<file path="src/rtl/router_out_fifo.sv">
// Per-port output buffer for the 1x3 router: show-ahead byte FIFO with header tagging,
// packet-boundary tracking and a self-flush when the destination reader stalls too long.
module router_out_fifo #(
  parameter int DEPTH   = 16,
  parameter int TIMEOUT = 30
) (
  input  logic       clk,
  input  logic       rst,
  input  logic       write_en,
  input  logic       lfd_state,
  input  logic [7:0] data_in,
  input  logic       read_en,
  output logic [7:0] data_out,
  output logic       valid_out,
  output logic       hdr_out,
  output logic       last_out,
  output logic       full,
  output logic       empty,
  output logic       wr_drop,
  output logic       soft_rst
);

  localparam int AW = $clog2(DEPTH);
  localparam logic [AW:0]   FULL_COUNT = DEPTH[AW:0];
  localparam logic [AW-1:0] PTR_ONE    = AW'(1);
  localparam logic [AW:0]   CNT_ONE    = (AW + 1)'(1);
  localparam logic [7:0]    STALL_LAST = 8'(TIMEOUT - 1);

  logic [8:0]    mem [DEPTH];
  logic [AW-1:0] wrPtr_q, wrPtr_d;
  logic [AW-1:0] rdPtr_q, rdPtr_d;
  logic [AW:0]   count_q, count_d;
  logic [6:0]    remaining_q, remaining_d;
  logic [7:0]    stallCnt_q, stallCnt_d;
  logic          wrDrop_q, wrDrop_d;
  logic          softRst_q, softRst_d;

  logic [8:0] headEntry;
  logic       stalled;
  logic       flush;
  logic       doPush;
  logic       doPop;

  assign empty     = (count_q == '0);
  assign full      = (count_q == FULL_COUNT);
  assign valid_out = ~empty;
  assign headEntry = mem[rdPtr_q];
  assign data_out  = empty ? 8'h00 : headEntry[7:0];
  assign hdr_out   = ~empty & headEntry[8];
  assign last_out  = ~empty & ~headEntry[8] & (remaining_q == 7'd1);
  assign wr_drop   = wrDrop_q;
  assign soft_rst  = softRst_q;

  // Fullness is judged before the edge, so a same-cycle pop never makes room for a write.
  assign stalled = ~empty & ~read_en;
  assign flush   = stalled & (stallCnt_q == STALL_LAST);
  assign doPush  = write_en & ~full & ~flush;
  assign doPop   = read_en & ~empty;

  always_comb begin
    wrPtr_d     = wrPtr_q;
    rdPtr_d     = rdPtr_q;
    count_d     = count_q;
    remaining_d = remaining_q;
    stallCnt_d  = '0;
    wrDrop_d    = write_en & full & ~flush;
    softRst_d   = flush;

    if (flush) begin
      wrPtr_d     = '0;
      rdPtr_d     = '0;
      count_d     = '0;
      remaining_d = '0;
    end else begin
      if (doPush) begin
        wrPtr_d = wrPtr_q + PTR_ONE;
      end
      if (doPop) begin
        rdPtr_d = rdPtr_q + PTR_ONE;
        // Header length field counts payload bytes; the parity byte adds one more.
        if (headEntry[8]) begin
          remaining_d = {1'b0, headEntry[7:2]} + 7'd1;
        end else if (remaining_q != 7'd0) begin
          remaining_d = remaining_q - 7'd1;
        end
      end
      case ({doPush, doPop})
        2'b10:   count_d = count_q + CNT_ONE;
        2'b01:   count_d = count_q - CNT_ONE;
        default: count_d = count_q;
      endcase
      if (stalled) begin
        stallCnt_d = stallCnt_q + 8'd1;
      end
    end
  end

  always_ff @(posedge clk or posedge rst) begin
    if (rst) begin
      wrPtr_q     <= '0;
      rdPtr_q     <= '0;
      count_q     <= '0;
      remaining_q <= '0;
      stallCnt_q  <= '0;
      wrDrop_q    <= 1'b0;
      softRst_q   <= 1'b0;
    end else begin
      wrPtr_q     <= wrPtr_d;
      rdPtr_q     <= rdPtr_d;
      count_q     <= count_d;
      remaining_q <= remaining_d;
      stallCnt_q  <= stallCnt_d;
      wrDrop_q    <= wrDrop_d;
      softRst_q   <= softRst_d;
    end
  end

  // Storage carries no reset; stale entries are never visible because outputs gate on empty.
  always_ff @(posedge clk) begin
    if (doPush) begin
      mem[wrPtr_q] <= {lfd_state, data_in};
    end
  end

endmodule
</file>
<file path="config.mk">
export PLATFORM = sky130hd
export DESIGN_NAME = router_out_fifo
export DESIGN_NICKNAME = d
export VERILOG_FILES = /design/src/rtl/router_out_fifo.sv
export SDC_FILE = /design/constraint.sdc
export NUM_CORES = 1
export LEC_CHECK = 0
export ABC_AREA = 1
export BUFFER_PORTS_ARGS = -buffer_cell sky130_fd_sc_hd__buf_2
export CORE_MARGIN = 5
export CORE_UTILIZATION = 40
export CTS_CLUSTER_DIAMETER = 60
export DETAILED_ROUTE_END_ITERATION = 16
export GPL_TIMING_DRIVEN = 0
export PLACE_DENSITY = 0.52
export SYNTH_ARGS = -nofsm -noshare
export SYNTH_HDL_FRONTEND = slang
export SYNTH_SLANG_ARGS = --single-unit
</file>
<file path="constraint.sdc">
create_clock -name clk -period 5.48 [get_ports clk]
set_input_delay 1.096 -clock clk [delete_from_list [all_inputs] [get_ports clk]]
set_output_delay 1.096 -clock clk [all_outputs]
set_load 0.02 [all_outputs]
</file>
==> flow_summary.html <==
<table>
<tr><th>Metric</th><th>Value</th></tr>
<tr><th colspan="2">Worst setup path</th></tr>
<tr><td>FF-to-FF setup slack</td><td>2.54 ns</td></tr>
<tr><td>Critical Path Start Type</td><td>flop</td></tr>
<tr><td>Data required time of the worst path</td><td>4.38 ns</td></tr>
<tr><td>Endpoint class of the critical path</td><td>primary output</td></tr>
<tr><td>Arrival time worst endpoint</td><td>2.79 ns</td></tr>
<tr><td>Worst setup path class</td><td>reg -&gt; out</td></tr>
<tr><td>Max FO, Critical Path</td><td>10</td></tr>
<tr><th colspan="2">STA</th></tr>
<tr><td>Worst-margin pin slew</td><td>1.28 ns</td></tr>
<tr><td>Clock skew after layout</td><td>slightly below 0.008 ns</td></tr>
<tr><td>Final number of max-transition violations</td><td>0</td></tr>
<tr><td>RSZ-0062 raised after global routing</td><td>no</td></tr>
<tr><td>Count of final setup violators</td><td>0</td></tr>
<tr><td>Final number of hold-violating endpoints</td><td>0</td></tr>
<tr><td>Share of the clock period used by the worst path</td><td>0.709</td></tr>
<tr><td>Worst max-slew margin expressed relative to the limit</td><td>0.140</td></tr>
<tr><td>Highest Clock Rate</td><td>0.257 GHz</td></tr>
<tr><td>Time the worst path needs with I/O delays and setup</td><td>roughly 3.9 ns</td></tr>
<tr><td>Setup TNS</td><td>0 ns</td></tr>
<tr><th colspan="2">Synthesis</th></tr>
<tr><td>Net count after synthesis</td><td>774</td></tr>
<tr><td>Largest area contributor in the netlist</td><td>sky130_fd_sc_hd__edfxtp_1</td></tr>
<tr><td>Number of instances in the synthesized netlist</td><td>749</td></tr>
<tr><td>Share of flip-flops with an asynchronous set or reset after synthesis</td><td>0.172</td></tr>
<tr><td>Post-synthesis register bit count</td><td>174</td></tr>
<tr><td>Library cell with the highest instance count after synthesis</td><td>sky130_fd_sc_hd__nand2_1</td></tr>
<tr><td>Top-area cell type share of the netlist area</td><td>0.557</td></tr>
<tr><td>Syn Std Cell Area</td><td>0.00776 mm^2</td></tr>
<tr><td>Post-synth cell types</td><td>36</td></tr>
<tr><td>Leading post-synthesis cells by cell area</td><td>sky130_fd_sc_hd__edfxtp_1 56%, sky130_fd_sc_hd__nand2_1 10%, sky130_fd_sc_hd__dfrtp_1 9.7%</td></tr>
<tr><td>Top cell types by occurrence after synthesis</td><td>211 x sky130_fd_sc_hd__nand2_1, 144 x sky130_fd_sc_hd__edfxtp_1, 92 x sky130_fd_sc_hd__nor2_1</td></tr>
<tr><td>Predominant post-synthesis flop cell</td><td>sky130_fd_sc_hd__edfxtp_1</td></tr>
<tr><td>Post-synth EDFFs</td><td>144</td></tr>
<tr><td>Register area share after synthesis</td><td>0.654</td></tr>
<tr><td>Post-synthesis average cell area</td><td>10.4 um^2</td></tr>
<tr><td>Synthesis warning total</td><td>0</td></tr>
<tr><th colspan="2">Floorplan</th></tr>
<tr><td>DIE HEIGHT</td><td>149 um</td></tr>
<tr><td>Initial cell density of the core</td><td>0.403</td></tr>
<tr><td>Die ar.</td><td>roughly 0.022 mm^2</td></tr>
<tr><td>Number of cell rows</td><td>51</td></tr>
<tr><td>Boundary Pins</td><td>28</td></tr>
<tr><td>Placeable core area</td><td>between 0.015 and 0.02 mm^2</td></tr>
<tr><td>DIE WIDTH</td><td>149 um</td></tr>
<tr><th colspan="2">Route</th></tr>
<tr><td>Total length of routed wires</td><td>19400 um</td></tr>
<tr><td>Total number of vias</td><td>5365</td></tr>
<tr><td>Count of nets left with antenna violations after detail routing</td><td>0</td></tr>
<tr><td>Routed via count divided by cell count</td><td>5.00</td></tr>
<tr><td>Per-cell routed wire length</td><td>roughly 18 um</td></tr>
<tr><td>Pre-Repair DR Iteration Count</td><td>5</td></tr>
<tr><td>Starting DRC count in detailed routing</td><td>383</td></tr>
<tr><td>Number of remaining DRC errors</td><td>0</td></tr>
<tr><th colspan="2">Power</th></tr>
<tr><td>P per Cell Area</td><td>555 mW/mm^2</td></tr>
<tr><td>Power share of the combinational group</td><td>0.396</td></tr>
<tr><td>Leakage power total</td><td>approximately 3.6 nW</td></tr>
<tr><td>Part of the total power dissipated in the clock network</td><td>0.253</td></tr>
<tr><td>Psw</td><td>0.00201 W</td></tr>
<tr><td>Worst IR Drop VDD</td><td>0.000228 V</td></tr>
<tr><td>Cell Int Power</td><td>about 0.0029 W</td></tr>
<tr><td>Net switching fraction of the power</td><td>0.409</td></tr>
<tr><td>Sequential power share</td><td>0.351</td></tr>
<tr><th colspan="2">Global route</th></tr>
<tr><td>Pin count of the biggest net entering global routing</td><td>31</td></tr>
<tr><td>Global-route wire length before repair</td><td>about 30000 um</td></tr>
<tr><td>Total routing resource utilization after global routing</td><td>0.181</td></tr>
<tr><td>Grt ovf</td><td>0</td></tr>
<tr><td>Number of global-route vias before repair</td><td>5267</td></tr>
<tr><td>Antenna violations before repair</td><td>0</td></tr>
<tr><th colspan="2">Cells and area</th></tr>
<tr><td>Fraction of final layout cells sized beyond drive strength 1</td><td>0.126</td></tr>
<tr><td>Fill count</td><td>between 1.5k and 2k</td></tr>
<tr><td>Antenna cells</td><td>0</td></tr>
<tr><td>Post-route cell area</td><td>0.00883 mm^2</td></tr>
<tr><td>Final core area utilization</td><td>0.458</td></tr>
<tr><td>Area added between synthesis and finish</td><td>13.8%</td></tr>
<tr><td># nets final</td><td>just over 800</td></tr>
<tr><th colspan="2">Clock tree</th></tr>
<tr><td>Clock root buffer master</td><td>sky130_fd_sc_hd__clkbuf_16</td></tr>
<tr><td>Clock sinks</td><td>174</td></tr>
<tr><td>Max Root-Sink Buffers</td><td>2</td></tr>
<tr><td>Clock transition at the registers of the reported paths</td><td>approximately 0.07 ns</td></tr>
<tr><td>Buffer count from post-CTS setup fixing</td><td>0</td></tr>
<tr><td>CTS tree</td><td>done</td></tr>
<tr><td>CTS Hold Bufs</td><td>0</td></tr>
<tr><td>Clock network latency to the later pin of the worst-skew pair</td><td>~0.43 ns</td></tr>
<tr><td>Post-cts sizing count</td><td>0</td></tr>
<tr><td>Number of clock buffers inserted by TritonCTS</td><td>17</td></tr>
<tr><td>H-Tree Depth</td><td>4</td></tr>
<tr><th colspan="2">Place</th></tr>
<tr><td>Placed wire-length estimate</td><td>12700 um</td></tr>
<tr><td>Count of input and output buffers</td><td>27</td></tr>
<tr><td>Dpl cell area</td><td>between 0.008 and 0.009 mm^2</td></tr>
<tr><td>RePlAce Congestion</td><td>between 0.8 and 0.9</td></tr>
<tr><th colspan="2">Min path</th></tr>
<tr><td>Hold crit path type</td><td>reg -&gt; reg</td></tr>
<tr><th colspan="2">Run status</th></tr>
<tr><td>Status</td><td>completed</td></tr>
<tr><th colspan="2">Flow run</th></tr>
<tr><td>Max Cap Viol</td><td>0</td></tr>
</table>
==> routing by layer <==
metal	GRT usage	up-vias	share of wire
met5	0	-	0
met4	0.0581	0	0.023
met3	0.0331	30	0.045
met2	0.294	124	0.47
met1	0.247	2608	0.46
li1	-	2603	-
==> power groups by stage <==
stage | registers [W] | clock network, W | logic [W]
CTS | 0.00172 | 0.00126 | 0.00195
finish | 0.00172 | 0.00124 | 0.00194
global route | 0.00174 | 0.00131 | 0.00218
floorplan | 0.00172 | 0 | 0.00135
detailed placement | 0.00175 | 0 | 0.00195
global placement | 0.00174 | 0 | 0.00191
==> final cells by class <==
type | instances | area (um^2) | area share
plain buffers | 25 | 148 | 0.0167
clock buffers | 18 | 429 | 0.0486
inverters | 66 | 248 | 0.0280
well taps | 265 | 332 | 0.0375
clock inverters | 14 | 175 | 0.0198
repair buffers | 27 | 135 | 0.0153
flip-flops and latches | 174 | 5070 | 0.575
multi-input cells | 484 | 2290 | 0.259
==> worst max-delay path, cell delays in order (launching register included) <==
cell	delay, ns
sky130_fd_sc_hd__dfrtp_1	0.51
sky130_fd_sc_hd__inv_2	0.19
sky130_fd_sc_hd__clkbuf_1	0.66
sky130_fd_sc_hd__o21ai_0	0.20
sky130_fd_sc_hd__o22ai_1	0.17
sky130_fd_sc_hd__nand2_1	0.08
sky130_fd_sc_hd__a211oi_1	0.31
sky130_fd_sc_hd__buf_2	0.22
==> path summary, 6_finish.rpt <==
| kind | start | end | cells past startpoint |
|---|---|---|---|
| max | rdPtr_q[1] | data_out[0] | 7 |
| min | remaining_q[1] | remaining_q[1] | 2 |
| max reg2reg | count_q[1] | mem[9][4] | 7 |
| min reg2reg | remaining_q[1] | remaining_q[1] | 2 |
| max in group asynchronous | rst | wrPtr_q[2] | 2 |
| min in group asynchronous | rst | stallCnt_q[4] | 2 |
==> through the flow <==
stage / hold slack, ns / setup WS (ns) / total power, W / std cells
2_1_floorplan: 0.449 / 2.53 / 0.00307 / 749
3_3_place_gp: 0.472 / 2.01 / 0.00366 / 1041
3_5_place_dp: 0.471 / 2.03 / 0.00370 / 1041
4_1_cts: 0.489 / 1.60 / 0.00493 / 1073
5_1_grt: 0.510 / 1.45 / 0.00523 / 1073
6_report: 0.488 / 1.60 / 0.00490 / 1073
==> cells in the final DEF (no fill, tap or decap), types with 11 or more instances in the layout <==
cell,count
sky130_fd_sc_hd__nand3_1,50
sky130_fd_sc_hd__clkbuf_16,17
sky130_fd_sc_hd__o21ai_0,21
sky130_fd_sc_hd__edfxtp_1,144
sky130_fd_sc_hd__ha_1,12
sky130_fd_sc_hd__nand2_1,211
sky130_fd_sc_hd__dfrtp_1,30
sky130_fd_sc_hd__nor2_1,92
sky130_fd_sc_hd__inv_1,59
sky130_fd_sc_hd__buf_2,40
sky130_fd_sc_hd__a21oi_1,21
sky130_fd_sc_hd__o21ai_1,11
==> sequential cells by signal, indices dropped and copies added (netlist names) <==
signal and count:
stallCnt_q 8, remaining_q 7, wr_drop 1, wrPtr_q 4, count_q 5, soft_rst 1, mem 144, rdPtr_q 4
==> cells by family after synthesis <==
kind of cell,synth area share
compound gates,0.0529
fa+ha+maj,0.0193
simple gates,0.204
mux,0.00516
xor+xnor,0.0135
buf+inv,0.0509
flops,0.654
Power figures use the tool's default switching activity.
